==> src/rtl/rc4_pkg.sv <==
// Shared types for the RC4 key-search sequencer: FSM states, S-RAM owner phases, widths.
// Pure declarations; no logic, no latency, no flow control.
package rc4_pkg;

  localparam int S_ADDR_W = 8;
  localparam int S_DATA_W = 8;
  localparam int KEY_W    = 24;

  typedef enum logic [3:0] {
    IDLE,
    INIT_RUN,
    INIT_ACK,
    SHUF_RUN,
    SHUF_ACK,
    DEC_RUN,
    DEC_ACK,
    NEXT_KEY,
    FOUND,
    FAILED
  } rc4_seq_state_t;

  typedef enum logic [1:0] {
    PH_NONE,
    PH_INIT,
    PH_SHUF,
    PH_DEC
  } rc4_phase_t;

  // The S-RAM owner is a pure function of the FSM state, including the ack cycle.
  function automatic rc4_phase_t phase_of(input rc4_seq_state_t s);
    case (s)
      INIT_RUN, INIT_ACK: return PH_INIT;
      SHUF_RUN, SHUF_ACK: return PH_SHUF;
      DEC_RUN,  DEC_ACK:  return PH_DEC;
      default:            return PH_NONE;
    endcase
  endfunction

endpackage

==> src/rtl/rc4_s_port_mux.sv <==
// Shared S-RAM port selector: routes the owning engine's addr/data/wren, zeros when unowned.
// Purely combinational, zero latency; no backpressure (engines own the port for whole phases).
module rc4_s_port_mux
  import rc4_pkg::*;
(
  input  rc4_phase_t            phase,
  input  logic [S_ADDR_W-1:0]   init_addr,
  input  logic [S_DATA_W-1:0]   init_data,
  input  logic                  init_wren,
  input  logic [S_ADDR_W-1:0]   shuf_addr,
  input  logic [S_DATA_W-1:0]   shuf_data,
  input  logic                  shuf_wren,
  input  logic [S_ADDR_W-1:0]   dec_addr,
  input  logic [S_DATA_W-1:0]   dec_data,
  input  logic                  dec_wren,
  output logic [S_ADDR_W-1:0]   s_addr,
  output logic [S_DATA_W-1:0]   s_data,
  output logic                  s_wren
);

  always_comb begin
    s_addr = '0;
    s_data = '0;
    s_wren = 1'b0;
    case (phase)
      PH_INIT: begin
        s_addr = init_addr;
        s_data = init_data;
        s_wren = init_wren;
      end
      PH_SHUF: begin
        s_addr = shuf_addr;
        s_data = shuf_data;
        s_wren = shuf_wren;
      end
      PH_DEC: begin
        s_addr = dec_addr;
        s_data = dec_data;
        s_wren = dec_wren;
      end
      default: ;
    endcase
  end

endmodule

==> src/rtl/rc4_phase_sequencer.sv <==
// Runs init -> shuffle -> decrypt per key, stepping the key until a hit or KEY_MAX; 2 cycles overhead per phase.
// Start/ack pulses are registered one-cycle strobes; engines hold finish until acked.
module rc4_phase_sequencer
  import rc4_pkg::*;
#(
  parameter int               KEY_W   = 24,
  parameter logic [KEY_W-1:0] KEY_MAX = 24'h3FFFFF
) (
  input  logic                clk,
  input  logic                rst_n,
  input  logic                start,
  output logic                init_start,
  output logic                shuf_start,
  output logic                dec_start,
  input  logic                init_finish,
  input  logic                shuf_finish,
  input  logic                dec_finish,
  output logic                init_ack,
  output logic                shuf_ack,
  output logic                dec_ack,
  input  logic                dec_key_ok,
  input  logic [S_ADDR_W-1:0] init_addr,
  input  logic [S_DATA_W-1:0] init_data,
  input  logic                init_wren,
  input  logic [S_ADDR_W-1:0] shuf_addr,
  input  logic [S_DATA_W-1:0] shuf_data,
  input  logic                shuf_wren,
  input  logic [S_ADDR_W-1:0] dec_addr,
  input  logic [S_DATA_W-1:0] dec_data,
  input  logic                dec_wren,
  output logic [S_ADDR_W-1:0] s_addr,
  output logic [S_DATA_W-1:0] s_data,
  output logic                s_wren,
  output logic [KEY_W-1:0]    secret_key,
  output logic                busy,
  output logic                found,
  output logic                failed
);

  rc4_seq_state_t   state_q, state_d;
  logic [KEY_W-1:0] key_q, key_d;
  logic             verdict_q, verdict_d;
  logic             found_q, found_d;
  logic             failed_q, failed_d;
  logic [2:0]       start_q, start_d;   // {dec, shuf, init}
  logic [2:0]       ack_q, ack_d;
  rc4_phase_t       phase;

  always_ff @(posedge clk or negedge rst_n) begin
    if (!rst_n) begin
      state_q   <= IDLE;
      key_q     <= '0;
      verdict_q <= 1'b0;
      found_q   <= 1'b0;
      failed_q  <= 1'b0;
      start_q   <= '0;
      ack_q     <= '0;
    end else begin
      state_q   <= state_d;
      key_q     <= key_d;
      verdict_q <= verdict_d;
      found_q   <= found_d;
      failed_q  <= failed_d;
      start_q   <= start_d;
      ack_q     <= ack_d;
    end
  end

  // Pulses are decided alongside the transition so they land in the first cycle of the new state.
  always_comb begin
    state_d   = state_q;
    key_d     = key_q;
    verdict_d = verdict_q;
    found_d   = found_q;
    failed_d  = failed_q;
    start_d   = '0;
    ack_d     = '0;
    case (state_q)
      IDLE, FOUND, FAILED: begin
        if (start) begin
          state_d    = INIT_RUN;
          key_d      = '0;
          found_d    = 1'b0;
          failed_d   = 1'b0;
          start_d[0] = 1'b1;
        end
      end
      INIT_RUN: begin
        if (init_finish) begin
          state_d  = INIT_ACK;
          ack_d[0] = 1'b1;
        end
      end
      INIT_ACK: begin
        state_d    = SHUF_RUN;
        start_d[1] = 1'b1;
      end
      SHUF_RUN: begin
        if (shuf_finish) begin
          state_d  = SHUF_ACK;
          ack_d[1] = 1'b1;
        end
      end
      SHUF_ACK: begin
        state_d    = DEC_RUN;
        start_d[2] = 1'b1;
      end
      DEC_RUN: begin
        if (dec_finish) begin
          state_d   = DEC_ACK;
          ack_d[2]  = 1'b1;
          verdict_d = dec_key_ok;
        end
      end
      DEC_ACK: begin
        if (verdict_q) begin
          state_d = FOUND;
          found_d = 1'b1;
        end else begin
          state_d = NEXT_KEY;
        end
      end
      NEXT_KEY: begin
        if (key_q == KEY_MAX) begin
          state_d  = FAILED;
          failed_d = 1'b1;
        end else begin
          state_d    = INIT_RUN;
          key_d      = key_q + KEY_W'(1);
          start_d[0] = 1'b1;
        end
      end
      default: state_d = IDLE;
    endcase
  end

  always_comb begin
    busy       = !(state_q inside {IDLE, FOUND, FAILED});
    phase      = phase_of(state_q);
    init_start = start_q[0];
    shuf_start = start_q[1];
    dec_start  = start_q[2];
    init_ack   = ack_q[0];
    shuf_ack   = ack_q[1];
    dec_ack    = ack_q[2];
    secret_key = key_q;
    found      = found_q;
    failed     = failed_q;
  end

  rc4_s_port_mux u_s_port_mux (
    .phase     (phase),
    .init_addr (init_addr),
    .init_data (init_data),
    .init_wren (init_wren),
    .shuf_addr (shuf_addr),
    .shuf_data (shuf_data),
    .shuf_wren (shuf_wren),
    .dec_addr  (dec_addr),
    .dec_data  (dec_data),
    .dec_wren  (dec_wren),
    .s_addr    (s_addr),
    .s_data    (s_data),
    .s_wren    (s_wren)
  );

endmodule

==> config.mk <==
export PLATFORM = sky130hd
export DESIGN_NAME = rc4_phase_sequencer
export DESIGN_NICKNAME = d
export VERILOG_FILES = /design/src/rtl/rc4_pkg.sv /design/src/rtl/rc4_s_port_mux.sv /design/src/rtl/rc4_phase_sequencer.sv
export SDC_FILE = /design/constraint.sdc
export NUM_CORES = 1
export LEC_CHECK = 0
export BUFFER_PORTS_ARGS = -buffer_cell sky130_fd_sc_hd__buf_4
export CAP_MARGIN = 15
export CELL_PAD_IN_SITES_DETAIL_PLACEMENT = 2
export CELL_PAD_IN_SITES_GLOBAL_PLACEMENT = 2
export CORE_ASPECT_RATIO = 0.6
export CORE_MARGIN = 5
export CORE_UTILIZATION = 28
export CTS_BUF_LIST = sky130_fd_sc_hd__clkbuf_4
export CTS_CLUSTER_SIZE = 30
export DETAILED_ROUTE_END_ITERATION = 7
export GPL_TIMING_DRIVEN = 1
export HOLD_SLACK_MARGIN = 0.02
export PLACE_DENSITY_LB_ADDON = 0.1
export SLEW_MARGIN = 20
export SYNTH_ARGS = -nofsm -noshare
export SYNTH_HDL_FRONTEND = slang
export SYNTH_HIERARCHICAL = 1
export SYNTH_SLANG_ARGS = --single-unit
==> constraint.sdc <==
create_clock -name clk -period 2.4 [get_ports clk]
set_input_delay 0.12 -clock clk [delete_from_list [all_inputs] [get_ports clk]]
set_output_delay 0.12 -clock clk [all_outputs]
set_load 0.02 [all_outputs]
==> results_dict.tcl, run 1 <==
set metrics [dict create \
    status "finished clean" \
    cp_slowest_cell "dfrtp_1" \
    cts_buffers 5 \
    core_area_um2 9050 \
    clk_pin_slew_ns 0.12 \
    synth_nets 333 \
    setup_tns_ns 0 \
    cts_sinks 37 \
    instances_no_fill 513 \
    worst_skew_pair.late_latency_ns 0.35 \
    cts_max_level 2 \
    yosysSeqAreaShare_pct 36.1 \
    hold_ws_ns 0.0567 \
    holdCritPathClass "in -> reg" \
    cts_tree "built" \
    num_antenna_cells 0 \
    final-setup-viol-count 0 \
    place_inst 500 \
    grt_pass1_vias 2923 \
    crit_start "state_q[2]" \
    arrival_ns 2.15 \
    place_hpwl_mm 8.33 \
    fin_worst_skew_ns 0.0143 \
    worst_slack_ns 0.131 \
    routed_wirelength_mm 10.4 \
    pre_cts_ws_ns 0.196 \
    drc 0 \
    ant_nets 0 \
    clock_path_buffers 2 \
    power_mw 4.22 \
    io_buffers 107 \
    fmax_mhz 441 \
    required_ns 2.28 \
    slew_violations 0 \
    nets 456 \
    leakage_nw 1.81 \
    slowest_delay_ns 0.51 \
    tightest_slew_ns 0.519 \
    grt_max_degree 38 \
    wl_per_cell_um 20.3 \
    final_hold_viol_count 0 \
    area_growth_pct 43.6 \
    initial_core_util_pct 28.3 \
    synthCells 274 \
    slew-limit-headroom_pct 65.4 \
    synth-seq-cells 37 \
    ys.flop_type "dfrtp_1" \
    nFillCells 1025 \
    drive_gt1_share_pct 42.1 \
    rsz0062_at_grt "no" \
    path_cells "xor2_1, nor2_2, buf_12, mux2_2, a22o_1, buf_4" \
    synth_edf_count 0 \
    syn_avg_cell_area_um2 9.36 \
    reg2reg_from "secret_key[0]" \
    fin_crit_ns 2.27 \
    post-route-period-util_pct 94.6 \
    first_iter_violations 112 \
    critPathKind "reg -> out" \
    powerDensity_nw_per_um2 1150 \
    grt_usage_pct 18.5 \
    firstDrtPassIters 4 \
    fp.dieH_um 84.1 \
    r2r_slack_ns 0.19 \
    synth_cell_type_count 50 \
    postSynth.asyncResetShare_pct 100 \
    vias_per_cell 5.28 \
    ctsRootBufferMaster "clkbuf_4" \
    r2r-end "secret_key[15]" \
    cp-end-kind "primary output" \
    yosys_warnings 6 \
    grt_first_pass_wirelength_mm 16.7 \
    antenna_found_initial 0 \
    gp_congestion 0.790 \
    dieWidth_um 134 \
    irDropWorstVdd_mv 0.456 \
    dieArea_um2 11200 \
    crit_path_start_kind "flip-flop" \
    io_pins 108 \
    dr_total_vias 2709 \
    synth_area_um2 2560 \
    overflow 0 \
    max-cap-violations 0 \
    r2r_cells 7 \
    worstSetupEndpoint "s_data[6]" \
    critPathMaxFanout 18 \
    rows 27 \
]
==> timing repair <==
| item | 4_1_cts | 5_1_grt |
|---|---|---|
| hold endpoints to repair | 39 | 0 |
| gates resized for setup | 1 | 1 |
| hold buffers | 3 | 0 |
| endpoints found under the setup margin | 17 | 17 |
| setup buffers | 1 | 2 |
==> synthesized netlist by cell type, types with 4 or more instances <==
cell type,instances,area (um^2)
a21o_1,7,52.6
a21oi_1,11,55.1
a22o_1,22,193
a31oi_1,5,31.3
and3_1,6,37.5
buf_2,4,20.0
buf_6,4,45.0
clkbuf_1,8,30.0
dfrtp_1,37,926
inv_1,6,22.5
mux2_2,9,101
mux2_4,10,150
mux2i_1,4,40.0
nand2_1,25,93.8
nand2b_1,5,31.3
nand3_1,18,90.1
nand4_1,9,56.3
nor2_1,17,63.8
nor3_1,8,40.0
o21ai_0,14,70.1
o21ai_1,4,20.0
==> placed cells by master (no fill, tap or decap), types with 4 or more instances in the layout <==
master / count
a21oi_1: 10
o21ai_1: 4
and3_1: 6
mux2i_1: 4
nand3_1: 18
buf_4: 128
mux2_2: 9
a22o_1: 22
nand2_1: 25
mux2_4: 10
clkbuf_4: 6
dfrtp_1: 36
a21o_1: 7
nor2_1: 16
nand4_1: 9
inv_1: 6
nand2b_1: 5
a31oi_1: 5
o21ai_0: 14
nor3_1: 8
==> metal layers <==
layer  vias up  routed length, um  track usage, %  share of wire, %
met4         0                 43            2.05              0.41
met2        70               4660            28.5                45
li1       1278                  -               -                 -
met3         4                522            4.52               5.0
met5         -                  0               0                 0
met1      1357               5210            27.0                50
==> per-stage QoR <==
step	instance area, um^2	util, %
CTS	3660	40.5
finish	3680	40.7
detailed placement	3560	39.3
global route	3680	40.7
floorplan	2560	-
global placement	3560	39.3
==> sequential cells by signal, indices dropped and copies added, names as in the netlist <==
register    flops
found           1
start_q         3
verdict_q       1
secret_key     24
failed          1
state_q         4
ack_q           3
==> power by group <==
| part | internal (mW) | switching (mW) | leakage (nW) |
|---|---|---|---|
| clock | 0.118 | 0.219 | 0.0292 |
| sequential | 0.762 | 0.143 | 0.500 |
| combinational | 1.40 | 1.59 | 1.28 |
| total | 2.28 | 1.95 | 1.81 |
==> critical path, delay by kind of cell, from the launching register on <==
kind                      cells  cell delay, ns
DFF                           1            0.51
AOI/OAI and AO/OA             1            0.23
and+or+nand+nor               1            0.15
muxes                         1            0.34
xor gates and xnor gates      1            0.21
buffers and inverters         2            0.35
==> layout make-up <==
class | count | area [um^2] | share of cell area, %
well taps | 116 | 145 | 3.94
flip-flops and latches | 37 | 927 | 25.2
multi-input cells | 213 | 1500 | 40.8
clock buffers | 6 | 45.0 | 1.22
clock inverters | 1 | 3.75 | 0.102
repair buffers | 133 | 1030 | 28.0
inverters | 7 | 28.8 | 0.782
==> cells by family after synthesis <==
family	Yosys count	synth area share, %
buf+inv	24	5.61
simple gates	112	25.4
xor+xnor	2	0.683
flops	37	36.1
mux	23	11.4
fa+ha+maj	1	0.488
compound gates	75	20.4
==> worst min-delay path by stage <==
stage	from	end	depth (start not counted)
6_report	shuf_finish	ack_q[1]	2
5_1_grt	shuf_finish	ack_q[1]	2
2_1_floorplan	rst_n	ack_q[0]	0
3_5_place_dp	rst_n	secret_key[1]	1
4_1_cts	shuf_finish	ack_q[1]	2
3_3_place_gp	rst_n	secret_key[1]	1
Note: power is estimated with default switching activity, not from simulation.
==> inputs of run 2 (changes only) <==
- GPL_TIMING_DRIVEN: 1 -> 0
==> run 2 against run 1 <==
Against the previous run: via count grew 3.0%; sequential share of layout area is 1.0 points lower; non-clock buffer count up 10; largest cell class unchanged; combinational power up 17%; critical path depth up 1; cell count grew 2.1%; clock power grew 5%; wire length up 8.0%; final area increased by 4.5%; critical endpoint is now s_data[7].
==> results_dict.tcl, run 2 (same netlist as run 1, synthesis figures left out) <==
set metrics [dict create \
    fmax_mhz 423 \
    r2r-end "secret_key[22]" \
    ctsRootBufferMaster "clkbuf_4" \
    ant_nets 0 \
    cts_tree "built" \
    dieWidth_um 134 \
    vias_per_cell 5.32 \
    holdCritPathClass "in -> reg" \
    fin_worst_skew_ns 0.0102 \
    place_inst 497 \
    wl_per_cell_um 21.5 \
    grt_max_degree 38 \
    nets 466 \
    grt_usage_pct 19.5 \
    final_common_cell "buf_4" \
    dieArea_um2 11200 \
    antenna_found_initial 0 \
    cts_sinks 37 \
    core_area_um2 9050 \
    nFillCells 1009 \
    slowest_delay_ns 0.55 \
    largest_reg_flops 24 \
    first_iter_violations 78 \
    grt_first_pass_wirelength_mm 17.4 \
    worst_slack_ns 0.0368 \
    place_hpwl_mm 8.16 \
    min_from "dec_finish" \
    critPathMaxFanout 14 \
    instances_no_fill 524 \
    hold_ws_ns 0.109 \
    crit_top_cell "buf_6" \
    clock_path_buffers 2 \
    drive_gt1_share_pct 43.9 \
    cp-end-kind "primary output" \
    rows 27 \
    final_area_um2 3850 \
    post-route-period-util_pct 98.5 \
    firstDrtPassIters 4 \
    num_antenna_cells 0 \
    final_hold_viol_count 0 \
    dpl_cell_area_um2 3510 \
    drc 0 \
    fp.dieH_um 84.1 \
    io_pins 108 \
    reg2reg_from "state_q[2]" \
    irDropWorstVdd_mv 0.631 \
    min_path_cells 2 \
    gp_congestion 0.772 \
    arrival_ns 2.24 \
    path_cells "xor2_2, nor2_2, buf_6, buf_6, mux2_4, a22o_1, buf_6" \
    critPathKind "reg -> out" \
    grt_pass1_vias 3022 \
    routed_wirelength_mm 11.3 \
    overflow 0 \
    worst_skew_pair.late_latency_ns 0.37 \
    fin_crit_ns 2.36 \
    cp_slowest_cell "dfrtp_2" \
    max-cap-violations 0 \
    area_growth_pct 50.1 \
    required_ns 2.28 \
    cts_max_level 2 \
    tightest_slew_ns 0.590 \
    slew-limit-headroom_pct 60.6 \
    r2r_slack_ns 0.21 \
    r2r_cells 7 \
    status "finished clean" \
    mostFrequentLayoutCells "buf_4, dfrtp_1, nand2_1, a22o_1, nand3_1" \
    powerDensity_nw_per_um2 1260 \
    initial_core_util_pct 28.3 \
    final-setup-viol-count 0 \
    power_mw 4.83 \
    slew_violations 0 \
    rsz0062_at_grt "yes" \
    pre_cts_ws_ns -0.229 \
    crit_path_start_kind "flip-flop" \
    leakage_nw 1.89 \
    io_buffers 107 \
    hold_end "ack_q[2]" \
    cts_buffers 5 \
    dr_total_vias 2790 \
    clk_pin_slew_ns 0.12 \
]
## run 2: cell count changes in the layout (fill, tap and decap cells not counted), moves of 2 or more
cell / previous run / this run
dfrtp_1: 36 / 34
mux2_2: 9 / 7
buf_4: 128 / 116
buf_2: 0 / 3
mux2_4: 10 / 12
clkbuf_1: 0 / 2
clkbuf_2: 0 / 2
dfrtp_2: 1 / 3
buf_6: 0 / 12
## run 2: layer usage
metal | track usage (%) | vias up | share of wire [%]
met5 | 0 | - | 0
met4 | 2.80 | 0 | 0.58
met3 | 4.28 | 7 | 3.9
met2 | 29.5 | 58 | 45
met1 | 29.1 | 1429 | 51
li1 | - | 1296 | -
## run 2: area by class of cell
cell class	instances	area [um^2]	area share [%]
repair buffers	129	1040	27.1
well taps	116	145	3.77
flip-flops and latches	37	930	24.2
plain buffers	14	120	3.12
multi-input cells	213	1530	39.8
inverters	7	28.8	0.748
clock inverters	3	12.5	0.325
clock buffers	5	37.5	0.976
## run 2: repair_timing
item | CTS | global route
cloned | 2 | 0
hold buffers | 4 | 0
pin swaps | 2 | 4
setup buffers | 9 | 8
setup endpoints to repair | 17 | 20
endpoints found under the hold margin | 40 | 0
resized for setup | 21 | 9
## run 2: worst max-delay path: cells and delay by family (launching register included)
family / cells / cell delay, ns
AND/OR/NAND/NOR: 1 / 0.15
flip-flops: 1 / 0.55
XOR/XNOR: 1 / 0.22
buffers and inverters: 3 / 0.44
AO/OA/AOI/OAI: 1 / 0.22
multiplexers: 1 / 0.30
## run 2: through the flow
stage	util [%]	setup TNS, ns
2_1_floorplan	-	0
3_3_place_gp	38.8	-1.48
3_5_place_dp	38.8	-2.84
4_1_cts	41.6	0
5_1_grt	42.5	-0.404
6_report	42.5	0
## run 2: how the worst max path moves through the flow
stage,start,endpoint,depth (start not counted)
3_3_place_gp,state_q[1],s_data[2],10
4_1_cts,state_q[1],s_data[6],9
5_1_grt,state_q[2],s_data[1],7
6_report,state_q[2],s_data[7],7
2_1_floorplan,state_q[1],s_addr[4],9
3_5_place_dp,state_q[1],s_data[0],10
## run 2: power by group
group          switching (mW)  total (mW)  leakage [nW]  internal (mW)
combinational            1.75        3.49          1.36           1.74
sequential              0.219       0.983         0.498          0.764
clock                   0.248       0.354        0.0300          0.106
